### src/rtl/prog_launcher_if.sv
// prog_launcher_if: handshake between the test-sequencing launcher and the
// fetch unit's Reset/Start hold port.
//   CoreStart  launcher -> fetch unit  1 = hold the PC at InitPC
//   InitPC     launcher -> fetch unit  entry address, valid while CoreStart = 1
//   CoreDone   fetch/core -> launcher  completion flag of the running program
// Modports: master = launcher side, slave = fetch unit / core side.
interface prog_launcher_if #(
  parameter int unsigned T = 10
);
  logic         CoreStart;
  logic [T-1:0] InitPC;
  logic         CoreDone;

  modport master (output CoreStart, output InitPC, input CoreDone);
  modport slave  (input CoreStart, input InitPC, output CoreDone);
endinterface

### src/rtl/prog_launcher.sv
// prog_launcher: holds the core's PC while a program is set up, presents its
// entry address, releases the core, then measures the run length until
// CoreDone. Steps through NPROG (1..3) programs and then reports SeqDone.
//
// Ports:
//   Clk, Reset       clock; synchronous active-high reset
//   i_Go             start/restart request (IDLE or FINISH only)
//   core_if          master side of the hold/start handshake
//   o_ProgIdx        current or last program index
//   o_Busy           high in LOAD and RUN
//   o_CycleCount     RUN cycles completed for the current program (saturating)
//   o_LastCount      run length of the most recently finished program
//   o_LastValid      one-cycle pulse when o_LastCount updates
//   o_SeqDone        high in FINISH
//   o_TimeoutErr     sticky timeout flag
//
// Optional feature, macro PROG_LAUNCH_TIMEOUT_EN: a program whose CycleCount
// reaches TIMEOUT in RUN is treated as finished and sets o_TimeoutErr. The
// TIMEOUT parameter only exists in that build; otherwise RUN waits forever
// and o_TimeoutErr is tied low.
//
// state  | meaning
// IDLE   | after reset, core held, waiting for Go
// LOAD   | core held at BASE[ProgIdx] for START_CYC cycles
// RUN    | core released, counting cycles until CoreDone
// FINISH | sequence complete, core held, waiting for Go to rerun
module prog_launcher #(
  parameter int unsigned T         = 10,
  parameter int unsigned C         = 16,
  parameter int unsigned NPROG     = 3,
  parameter int unsigned BASE0     = 0,
  parameter int unsigned BASE1     = 'h100,
  parameter int unsigned BASE2     = 'h200,
  parameter int unsigned START_CYC = 2
`ifdef PROG_LAUNCH_TIMEOUT_EN
  , parameter int unsigned TIMEOUT = 'hFFF0
`endif
) (
  input  logic            Clk,
  input  logic            Reset,
  input  logic            i_Go,
  prog_launcher_if.master core_if,
  output logic [1:0]      o_ProgIdx,
  output logic            o_Busy,
  output logic [C-1:0]    o_CycleCount,
  output logic [C-1:0]    o_LastCount,
  output logic            o_LastValid,
  output logic            o_SeqDone,
  output logic            o_TimeoutErr
);

  localparam logic [1:0] S_IDLE   = 2'd0;
  localparam logic [1:0] S_LOAD   = 2'd1;
  localparam logic [1:0] S_RUN    = 2'd2;
  localparam logic [1:0] S_FINISH = 2'd3;

  localparam int unsigned LW = $clog2(START_CYC + 1);

  logic [1:0]    r_state;
  logic [LW-1:0] r_ld_cnt;
  logic          r_core_start;
  logic [T-1:0]  r_init_pc;
  logic [1:0]    r_prog_idx;
  logic          r_busy;
  logic [C-1:0]  r_cycle;
  logic [C-1:0]  r_last_count;
  logic          r_last_valid;
  logic          r_seq_done;

  logic [C-1:0]  w_cnt_inc;
  logic          w_last;
  logic          w_timeout;
  logic          w_complete;

  // Entry addresses are truncated to the PC width.
  function automatic logic [T-1:0] base_of(input logic [1:0] idx);
    case (idx)
      2'd1:    base_of = T'(BASE1);
      2'd2:    base_of = T'(BASE2);
      default: base_of = T'(BASE0);
    endcase
  endfunction

  // Saturating increment: the run length never wraps.
  assign w_cnt_inc = (r_cycle == '1) ? r_cycle : r_cycle + 1'b1;
  assign w_last    = (r_prog_idx == 2'(NPROG - 1));

`ifdef PROG_LAUNCH_TIMEOUT_EN
  logic r_timeout_err;

  // A same-edge CoreDone wins, so the flag is only raised for a real timeout.
  assign w_timeout    = !core_if.CoreDone && (w_cnt_inc == C'(TIMEOUT));
  assign o_TimeoutErr = r_timeout_err;

  always_ff @(posedge Clk) begin
    if (Reset) begin
      r_timeout_err <= 1'b0;
    end else if (((r_state == S_IDLE) || (r_state == S_FINISH)) && i_Go) begin
      r_timeout_err <= 1'b0;
    end else if ((r_state == S_RUN) && w_timeout) begin
      r_timeout_err <= 1'b1;
    end
  end
`else
  assign w_timeout    = 1'b0;
  assign o_TimeoutErr = 1'b0;
`endif

  assign w_complete = core_if.CoreDone || w_timeout;

  always_ff @(posedge Clk) begin
    if (Reset) begin
      r_state      <= S_IDLE;
      r_ld_cnt     <= '0;
      r_core_start <= 1'b1;
      r_init_pc    <= T'(BASE0);
      r_prog_idx   <= 2'd0;
      r_busy       <= 1'b0;
      r_cycle      <= '0;
      r_last_count <= '0;
      r_last_valid <= 1'b0;
      r_seq_done   <= 1'b0;
    end else begin
      r_last_valid <= 1'b0;
      case (r_state)
        S_IDLE, S_FINISH: begin
          if (i_Go) begin
            r_state    <= S_LOAD;
            r_ld_cnt   <= LW'(START_CYC);
            r_prog_idx <= 2'd0;
            r_init_pc  <= T'(BASE0);
            r_cycle    <= '0;
            r_busy     <= 1'b1;
            r_seq_done <= 1'b0;
          end
        end
        S_LOAD: begin
          r_ld_cnt <= r_ld_cnt - 1'b1;
          // Leaving on the edge that takes the counter to zero keeps LOAD
          // exactly START_CYC cycles long.
          if (r_ld_cnt == LW'(1)) begin
            r_state      <= S_RUN;
            r_core_start <= 1'b0;
          end
        end
        S_RUN: begin
          r_cycle <= w_cnt_inc;
          if (w_complete) begin
            r_last_count <= w_cnt_inc;
            r_last_valid <= 1'b1;
            r_core_start <= 1'b1;
            if (w_last) begin
              r_state    <= S_FINISH;
              r_busy     <= 1'b0;
              r_seq_done <= 1'b1;
            end else begin
              r_state    <= S_LOAD;
              r_ld_cnt   <= LW'(START_CYC);
              r_prog_idx <= r_prog_idx + 2'd1;
              r_init_pc  <= base_of(r_prog_idx + 2'd1);
              r_cycle    <= '0;
            end
          end
        end
        default: r_state <= S_IDLE;
      endcase
    end
  end

  assign core_if.CoreStart = r_core_start;
  assign core_if.InitPC    = r_init_pc;
  assign o_ProgIdx         = r_prog_idx;
  assign o_Busy            = r_busy;
  assign o_CycleCount      = r_cycle;
  assign o_LastCount       = r_last_count;
  assign o_LastValid       = r_last_valid;
  assign o_SeqDone         = r_seq_done;

endmodule

### src/flat_wrapper.sv
// flat-port wrapper written by rule: the top's interface ports become plain ports
module prog_launcher_flat 
#(
  parameter int unsigned T         = 10,
  parameter int unsigned C         = 16,
  parameter int unsigned NPROG     = 3,
  parameter int unsigned BASE0     = 0,
  parameter int unsigned BASE1     = 'h100,
  parameter int unsigned BASE2     = 'h200,
  parameter int unsigned START_CYC = 2

)
  (Clk, Reset, i_Go, o_ProgIdx, o_Busy, o_CycleCount, o_LastCount, o_LastValid, o_SeqDone, o_TimeoutErr, core_if_CoreStart, core_if_InitPC, core_if_CoreDone);
  prog_launcher_if #(.T(T)) core_if_i ();
  input  logic Clk;
  input  logic Reset;
  input  logic i_Go;
  output logic [1:0] o_ProgIdx;
  output logic o_Busy;
  output logic [C-1:0] o_CycleCount;
  output logic [C-1:0] o_LastCount;
  output logic o_LastValid;
  output logic o_SeqDone;
  output logic o_TimeoutErr;
  output wire logic [$bits(core_if_i.CoreStart)-1:0] core_if_CoreStart;
  output wire logic [$bits(core_if_i.InitPC)-1:0] core_if_InitPC;
  input wire logic [$bits(core_if_i.CoreDone)-1:0] core_if_CoreDone;
  assign core_if_CoreStart = core_if_i.CoreStart;
  assign core_if_InitPC = core_if_i.InitPC;
  assign core_if_i.CoreDone = core_if_CoreDone;
  prog_launcher #(.T(T), .C(C), .NPROG(NPROG), .BASE0(BASE0), .BASE1(BASE1), .BASE2(BASE2), .START_CYC(START_CYC)) u_core (.Clk(Clk), .Reset(Reset), .i_Go(i_Go), .core_if(core_if_i), .o_ProgIdx(o_ProgIdx), .o_Busy(o_Busy), .o_CycleCount(o_CycleCount), .o_LastCount(o_LastCount), .o_LastValid(o_LastValid), .o_SeqDone(o_SeqDone), .o_TimeoutErr(o_TimeoutErr));
endmodule
### config.mk
export PLATFORM = sky130hd
export DESIGN_NAME = prog_launcher_flat
export DESIGN_NICKNAME = d
export VERILOG_FILES = /design/src/rtl/prog_launcher_if.sv /design/src/rtl/prog_launcher.sv /design/src/flat_wrapper.sv
export SDC_FILE = /design/constraint.sdc
export NUM_CORES = 1
export LEC_CHECK = 0
export ABC_AREA = 1
export CAP_MARGIN = 10
export CELL_PAD_IN_SITES_DETAIL_PLACEMENT = 0
export CELL_PAD_IN_SITES_GLOBAL_PLACEMENT = 1
export CORE_MARGIN = 4
export CORE_UTILIZATION = 34
export CTS_BUF_LIST = sky130_fd_sc_hd__clkbuf_8
export DETAILED_ROUTE_END_ITERATION = 12
export PLACE_DENSITY_LB_ADDON = 0.25
export SYNTH_ARGS = -nofsm -noshare
export SYNTH_HDL_FRONTEND = slang
export SYNTH_SLANG_ARGS = --single-unit
### constraint.sdc
create_clock -name Clk -period 1.6 [get_ports Clk]
set_clock_uncertainty 0.1 [all_clocks]
set_input_delay 0.32 -clock Clk [delete_from_list [all_inputs] [get_ports Clk]]
set_output_delay 0.32 -clock Clk [all_outputs]
set_load 0.1 [all_outputs]
[Word level (Yosys, flattened, before mapping)]
Cells that the tools add are included.
Storage, ports and cells
  output and inout port bits: 49
  bits of input ports: 4
  flip-flop bits (word level): 52
  word-level logic and storage cells: 74
Cells by class
  equal/unequal tests: 13
  reduce and logical (&&, ||, !) cells: 12
  multiplexer cells: 35
  bitwise operators: 1
  $add $sub $neg: 3
Operators with widths (number)
  $mux 16: 4
  $pmux 10 s2: 2
  $pmux 16 s2: 1
  $mux 10: 3
  $mux 2: 10
  $add 16x1->16 const B: 1
  $eq 16x16->1 const B: 1
  $pmux 2 s3: 2
  $mux 1: 9
  $reduce_and 3->1: 3
  $eq 2x2->1 const B: 4
  $reduce_and 4->1: 2
  $eq 2x1->1 const B: 3
  $ne 2x2->1 const B: 3
  $pmux 1 s2: 3
  $ne 2x1->1 const B: 2
  $pmux 2 s2: 1
  $reduce_and 2->1: 2
  $reduce_bool 2->1: 2
  $reduce_or 2->1: 2
  $add 2x1->2 const B: 1
  $logic_not 2->1: 1
  $sub 2x1->2 const B: 1
  $not 1->1: 1

[Depth between registers and ports, before layout]
Gate-level depths: netlist of the first run.
  word-level depth: 6
  depth in mapped cells: 10
  depth with buffers taken out: 10

[Least setup slack after synthesis of the first run]
OpenSTA, ideal clock, no wires.
  path kind: flip-flop to flip-flop
  start: register u_core.r_cycle[0], in the netlist u_core.o_CycleCount[0]
  end: register u_core.r_last_count[14], in the netlist u_core.o_LastCount[14]
  period minus slack after synthesis: 2381 ps
  arrival time: 2166 ps
  library setup time: 115 ps
  required time: 1385 ps
  stages on the path, launching flop included: 11
  path slack: -781 ps
  buffers on the path: 0
  cell sequence: dfxtp_1 ha_1 nand2_2 nor2_4 nand2_4 nor2_1 nand2_1 nand2_1 nand2_1 o21ai_0 inv_1
Between the ends
  word-level cells in the longest chain between the ends: 2
  elaborated cells between the ends (all ways): 3
  classes of those cells: 1 x add/sub; 1 x eq/ne; 1 x mux
Ends and longest elaborated chain
  from (decl): RTL line prog_launcher.sv:65  | logic [C-1:0] r_cycle;
  from (signal assigned): RTL line prog_launcher.sv:147  | r_cycle <= w_cnt_inc;
  $add 16x1->16 / $eq 16x16->1 (equally long branches): RTL line prog_launcher.sv:85  | assign w_cnt_inc = (r_cycle == '1) ? r_cycle : r_cycle + 1'b1;
  $mux 16 *: RTL line prog_launcher.sv:85
  to (signal assigned): RTL line prog_launcher.sv:149  | r_last_count <= w_cnt_inc;
  to (decl): RTL line prog_launcher.sv:66  | logic [C-1:0] r_last_count;
Every way passes the cells marked *; elsewhere a longest branch is shown, timed or not.
A chain may end at the register's enable or synchronous reset.

[Final worst setup path of the first run]
  start: register u_core.r_cycle[0], in the netlist u_core.o_CycleCount[0]
  end: register u_core.r_cycle[10], in the netlist u_core.o_CycleCount[10]
Between the ends
  word-level cells in the longest chain between the ends: 5
  elaborated cells between the ends (all ways): 6
  classes of those cells: 1 x add/sub; 1 x eq/ne; 4 x mux
Ends and longest elaborated chain
  $add 16x1->16 / $eq 16x16->1 (equally long branches): RTL line prog_launcher.sv:85
  $mux 16 *: RTL line prog_launcher.sv:85
  $mux 16: RTL line prog_launcher.sv:152  | if (w_last) begin
  $mux 16 *: RTL line prog_launcher.sv:148  | if (w_complete) begin
  $pmux 16 s2 *: RTL line prog_launcher.sv:125  | case (r_state)
Marked as above.

==> results of run 1 <==
## power by group
group	leakage [nW]	internal (mW)	total (mW)	switching, mW
combinational	1.21	0.942	2.63	1.69
clock	0.0593	0.458	0.851	0.394
sequential	0.371	1.23	1.37	0.139
## worst max-delay path, cell delays in order (launching register included)
cell	delay, ns
dfxtp_4	0.39
ha_4	0.15
nand2_4	0.05
nor2_4	0.11
nand2_4	0.09
inv_4	0.07
nand3_4	0.13
clkbuf_16	0.21
nand2_2	0.08
nand2_2	0.05
a21oi_2	0.09
## stage by stage
stage / total power, mW / TNS, ns / util / worst slack, ns
finish: 4.86 / 0 / 0.565 / 0.0126
global route: 5.12 / -1.47 / 0.565 / -0.0867
CTS: 4.71 / 0 / 0.536 / 0.000555
detailed placement: 3.76 / -2.65 / 0.515 / -0.164
global placement: 3.73 / -2.01 / 0.515 / -0.131
floorplan: 2.95 / -2.14 / - / -0.116
## metal layers
| layer | vias up | track usage | part of all wire |
|---|---|---|---|
| met2 | 42 | 0.233 | 0.48 |
| met4 | 0 | 0.0545 | 0.021 |
| li1 | 1169 | - | - |
| met5 | - | 0 | 0 |
| met1 | 1030 | 0.194 | 0.47 |
| met3 | 10 | 0.0254 | 0.035 |
## state kept, by name, indices dropped and copies added, names as in the netlist
name / cells
u_core.core_if.CoreStart: 1
u_core.core_if.InitPC: 2
u_core.o_Busy: 1
u_core.o_CycleCount: 16
u_core.o_LastCount: 16
u_core.o_LastValid: 1
u_core.o_ProgIdx: 2
u_core.o_SeqDone: 1
u_core.r_ld_cnt: 2
u_core.r_state: 2
## how the worst max path moves through the flow
stage,startpoint,end,cells past startpoint
finish,u_core.o_CycleCount[0]$_SDFFE_PP0P_,u_core.o_CycleCount[10]$_SDFFE_PP0P_,10
global route,u_core.o_CycleCount[0]$_SDFFE_PP0P_,u_core.o_CycleCount[10]$_SDFFE_PP0P_,10
CTS,u_core.o_CycleCount[0]$_SDFFE_PP0P_,u_core.o_CycleCount[6]$_SDFFE_PP0P_,10
detailed placement,core_if_CoreDone,u_core.core_if.InitPC[8]$_SDFFE_PP0P_,7
global placement,core_if_CoreDone,u_core.o_CycleCount[12]$_SDFFE_PP0P_,6
floorplan,u_core.o_CycleCount[0]$_SDFFE_PP0P_,u_core.o_CycleCount[10]$_SDFFE_PP0P_,10
## placed cells by master (no fill, tap or decap), types with 2 or more instances in the layout
cell type / netlist / final
clkbuf_8: 0 / 5
o21bai_1: 2 / 2
inv_4: 1 / 3
nor2_2: 2 / 6
a21oi_1: 18 / 13
nand2_4: 1 / 7
ha_1: 8 / 4
clkdlybuf4s50_1: 0 / 3
nand3_2: 0 / 3
o21ai_0: 24 / 14
buf_12: 0 / 42
buf_4: 9 / 23
dfxtp_4: 0 / 15
clkbuf_16: 0 / 2
nand4_1: 3 / 3
ha_4: 0 / 2
o21ai_2: 1 / 4
xor2_1: 4 / 3
o21ai_1: 0 / 6
a211oi_1: 2 / 2
xnor2_1: 2 / 2
nand2_2: 21 / 20
nor2_1: 43 / 38
dfxtp_2: 0 / 5
conb_1: 1 / 9
nand2_1: 68 / 63
dfxtp_1: 44 / 24
ha_2: 0 / 2
nor2_4: 1 / 2
nand3_1: 11 / 8
a21oi_2: 10 / 15
inv_2: 2 / 3
inv_1: 38 / 36
## area by class of cell
| class | instances | share of cell area |
|---|---|---|
| Clock buffer | 5 | 0.0178 |
| Multi-Input combinational cell | 238 | 0.368 |
| Clock inverter | 3 | 0.0101 |
| Timing Repair Buffer | 71 | 0.286 |
| Sequential cell | 44 | 0.244 |
| Inverter | 41 | 0.0418 |
| Tap cell | 96 | 0.0311 |
## what timing repair did
| item | 4_1_cts | 5_1_grt |
|---|---|---|
| gates cloned | 0 | 2 |
| resized for setup | 5 | 43 |
| setup buffers | 2 | 4 |
| endpoints found under the setup margin | 25 | 41 |
| pin swaps | 2 | 9 |
## cell families after synthesis
family                     after synthesis  share of synthesized area
other                                    1                    0.00156
adders and majority gates                8                     0.0415
and+or+nand+nor                        155                      0.295
AOI/OAI and AO/OA                       60                      0.154
DFF                                     44                      0.365
xor gates and xnor gates                 6                     0.0218
buffers and inverters                   61                      0.121
==> results.md, run 1 <==
- DP HPWL: 4470 um
- Setup CP Type: reg -> reg
- Max VDD drop: 0.607 mV
- Via count: 2251
- DR WL/cell: about 12 um
- Design area: 3860 um^2
- Mapped cell area: approximately 2400 um^2
- Post-Layout Cell Count: between 400 and 500
- Final hold viol count: 0
- Pin count of the biggest net entering global routing: 17
- Initial Util: 0.353
- Fraction of final layout cells with drive strength greater than 1: 0.420
- DR iter-0 viols: ~110
- GRT Util Overall: 0.145
- Synth-to-layout area growth: 60.0%
- Avg Inst Size Synth: just over 7 um^2
- Final setup vio count: 0
- Yosys warns: 0
- Max-slew violation count: 0
- Post-Place Cells: just under 500
- Sequential standard cell area: between 900 and 1000 um^2
- First-pass GRT wire length: roughly 10000 um
- First-pass detailed-route iteration total: 4
- Core Region: between 6000 and 7000 um^2
- Nets@finish: roughly 410
- Ant diodes: 0
- CP Launch Type: flop
- Final ANT Viol Nets: 0
- Clk pin slew, worst setup/hold paths: about 0.090 ns
- Unrepaired setup endpoints after global routing: yes
- Row count: 30
- Part of the cycle the worst path needs: 0.992
- Area of the die: 8500 um^2
- Hold endpoint: u_core.r_state[0]$_SDFFE_PP0P_
- Placed Instance Area: 3520 um^2
- Mapped Cells: about 340
- WP data required: roughly 1.7 ns
- Worst Hold Launch: u_core.r_state[0]$_SDFFE_PP0P_
- Post-synth top flop: dfxtp_1
- Footprint of the multi-input gates: 1420 um^2
- CTS Hold Buffers Added: 0
- Clock sink total: 44
- DRC Markers: 0
- Worst setup EP type: flop
- Status: completed
- WHS Path Cells: 2
- Clk buf depth: 2
- Vias in the first global route: approximately 2100
- # IOs: between 50 and 60
- Clock Latency Late Sink: approximately 0.3 ns
- TritonCTS Buffers: 5
- Number of library cell types mapped by synthesis: 34
- Reg2reg path depth: 10
- Hold WC Path Type: reg -> reg
- Max-Cap Viols: 0
- Async SR Flop Fraction: 0
- Grt ovf: 0
- Area leader, netlist: dfxtp_1
- Synth cell count leaders: 68 x nand2_1, 44 x dfxtp_1, 43 x nor2_1, 38 x inv_1, 24 x o21ai_0
- Fmax: around 0.63 GHz
- Drt total wl: 6000 um
- Die Span Y: around 92 um
- Vias/cell: approximately 4.5
- WP data arrival: ~1.7 ns
- Post-synth EDFFs: 0
- Seq/Total Area, Yosys: 0.365
- Number of synthesized register bits: 44
- Routability cong.: around 0.79
- Library cell used as clock root buffer: clkbuf_8
- CTS tree: yes
- Synth top area share: 0.365
- Initial antenna violation count: 0
- I/O Buffers: 43
- Synth top area cells: dfxtp_1 37%, nand2_1 11%, nor2_1 6.7%
- R2r setup slk: 0.01 ns
- CTS H-tree lvls: 2
- Cell Pwr Density: roughly 1300 nW/um^2
- WHS: ~0.38 ns
- Min cycle time layout: approximately 1.6 ns
- FF-to-FF Start: u_core.o_CycleCount[0]$_SDFFE_PP0P_
- Worst-path fanout max: 8
- Number of fillers in the final layout: between 600 and 700
- Top-count cell post-synth: nand2_1
- Reg2reg end: u_core.o_CycleCount[10]$_SDFFE_PP0P_
- Leakage: 1.64 nW
- Die width: about 90 um
No activity file was read; power rests on OpenSTA's default activity.
==> inputs of run 2 (changes only) <==
- CTS_BUF_LIST: sky130_fd_sc_hd__clkbuf_8 -> sky130_fd_sc_hd__clkbuf_4
==> results.md, run 2 (synthesis gave the netlist of run 1 again) <==
- DR iter-0 viols: ~100
- Worst-path fanout max: 4
- Library cell used as clock root buffer: clkbuf_4
- CTS tree: yes
- Part of the cycle the worst path needs: 1.00
- Area of the die: about 8500 um^2
- Reg2reg path depth: 9
- CP max stage cell: dfxtp_2
- Design area: 3840 um^2
- Placed Instance Area: between 3000 and 4000 um^2
- Vias/cell: 4.55
- Drt total wl: 6000 um
- Max-Cap Viols: 0
- Worst setup EP type: flop
- Status: finished, violations left
- Ant diodes: 0
- CP Launch Type: flop
- Critical Path Sink: u_core.o_ProgIdx[1]$_SDFFE_PP0P_
- DRC Markers: 0
- Nets@finish: 416
- Violated checks: setup timing
- Most frequent CP cell: inv_2
- Crit path from: u_core.r_state[0]$_SDFFE_PP0P_
- Routability cong.: ~0.8
- GRT Util Overall: 0.145
- Initial antenna violation count: 0
- I/O Buffers: 43
- First-pass detailed-route iteration total: 4
- Vias in the first global route: 2116
- Largest stage delay on the critical path: 0.35 ns
- # IOs: 53
- Total chip power: 4.69 mW
- DP HPWL: roughly 4500 um
- Critical-path cell list: inv_2, ha_4, inv_4, or2_4, nand2_2, inv_2, o211ai_1, nand2_1, a21oi_2
- FF-to-FF Start: u_core.r_state[0]$_SDFFE_PP0P_
- Setup CP Type: reg -> reg
- Final Util: 0.562
- Initial Util: 0.353
- Leakage: around 1.6 nW
- Max-slew violation count: 0
- Unrepaired setup endpoints after global routing: yes
- Row count: 30
- R2r setup slk: -0.005 ns
- Slack of the critical path: -0.00529 ns
- Final hold viol count: 0
- Core Region: between 6000 and 7000 um^2
- Min cycle time layout: around 1.6 ns
- Fmax: 0.623 GHz
- CTS Hold Buffers Added: 0
- WP data required: about 1.8 ns
- First-pass GRT wire length: about 10000 um
- Max VDD drop: 0.604 mV
- Die Span Y: 92.2 um
- Commonest non-fill, non-tap cell in the layout: nand2_1
- Crit path depth: 9
- Die width: just over 90 um
- TritonCTS Buffers: 5
- WP data arrival: around 1.8 ns
- Grt ovf: 0
- Final ANT Viol Nets: 0
- Via count: around 2300
- Clock Latency Late Sink: around 0.36 ns
- CTS H-tree lvls: 2
- Clk buf depth: 2
- Synth-to-layout area growth: 59.3%
- Reg2reg end: u_core.o_ProgIdx[1]$_SDFFE_PP0P_
- Worst path top cell family by delay: simple AND/OR/NAND/NOR gates
- DR WL/cell: 12.0 um
- Cell Pwr Density: around 1200 nW/um^2
- Number of fillers in the final layout: 645
- Clock sink total: between 40 and 50
- Final setup vio count: 1
- Clk pin slew, worst setup/hold paths: between 0.1 and 0.15 ns
- Most frequent cells in the layout: 61 x nand2_1, 42 x buf_12, 37 x nor2_1
- Pin count of the biggest net entering global routing: 17
- Fraction of final layout cells with drive strength greater than 1: 0.427
- Crit path buffers/inverters: 3
- Hold WC Path Type: reg -> reg
run 2: changes by cell type in the layout (fill, tap and decap cells not counted), sizes merged:
cell | before | now
buf | 66 | 70
inv | 42 | 41
run 2: worst reg2reg max path, cell delays in order (launching register included):
cell	delay (ns)
dfxtp_2	0.35
inv_2	0.06
ha_4	0.15
inv_4	0.03
or2_4	0.25
nand2_2	0.11
inv_2	0.07
o211ai_1	0.17
nand2_1	0.13
a21oi_2	0.12
run 2: worst min-delay path by stage:
| stage | from | end | slack (ns) | cells past startpoint |
|---|---|---|---|---|
| 4_1_cts | u_core.r_ld_cnt[1]$_SDFFE_PP0P_ | u_core.r_ld_cnt[1]$_SDFFE_PP0P_ | 0.39 | 2 |
| 2_1_floorplan | u_core.r_ld_cnt[1]$_SDFFE_PP0P_ | u_core.r_ld_cnt[1]$_SDFFE_PP0P_ | 0.34 | 2 |
| 3_3_place_gp | u_core.r_ld_cnt[1]$_SDFFE_PP0P_ | u_core.r_ld_cnt[1]$_SDFFE_PP0P_ | 0.36 | 2 |
| 6_report | u_core.r_state[0]$_SDFFE_PP0P_ | u_core.r_state[0]$_SDFFE_PP0P_ | 0.39 | 2 |
| 3_5_place_dp | u_core.r_ld_cnt[1]$_SDFFE_PP0P_ | u_core.r_ld_cnt[1]$_SDFFE_PP0P_ | 0.37 | 2 |
| 5_1_grt | u_core.r_state[0]$_SDFFE_PP0P_ | u_core.r_state[0]$_SDFFE_PP0P_ | 0.42 | 2 |
run 2: repair_timing:
| action | 4_1_cts | 5_1_grt |
|---|---|---|
| gates resized for setup | 6 | 41 |
| setup endpoints to repair | 26 | 41 |
| pin swaps | 2 | 9 |
| setup buffers | 3 | 7 |
| cloned | 0 | 1 |
run 2: final cells by class:
cell class                      count  area [um^2]  area share
Clock buffer                        6         45.0      0.0117
Clock inverter                      2         35.0     0.00912
Inverter                           41          159      0.0414
Multi-Input combinational cell    238         1420       0.369
Sequential cell                    44          946       0.246
Tap cell                           96          120      0.0313
Timing Repair Buffer               74         1120       0.291
run 2: report_power, final:
group	switching [mW]	internal [mW]	total [mW]	leakage, nW
sequential	0.137	1.23	1.37	0.372
clock	0.381	0.345	0.726	0.0456
combinational	1.67	0.927	2.60	1.23
run 2: stage by stage:
step / setup TNS, ns / worst slack (ns) / hold slack, ns / cells
after floorplan: -2.14 / -0.116 / 0.344 / 343
after global placement: -2.01 / -0.131 / 0.360 / 482
after detailed placement: -2.65 / -0.164 / 0.367 / 482
after CTS: 0 / 0.00467 / 0.385 / 493
after global routing: -1.04 / -0.0973 / 0.416 / 501
final: -0.00529 / -0.00529 / 0.386 / 501
run 2: per-layer routing:
layer | part of all wire | track usage
met5 | 0 | 0
met4 | 0.027 | 0.0594
met3 | 0.040 | 0.0263
met2 | 0.47 | 0.232
met1 | 0.46 | 0.193
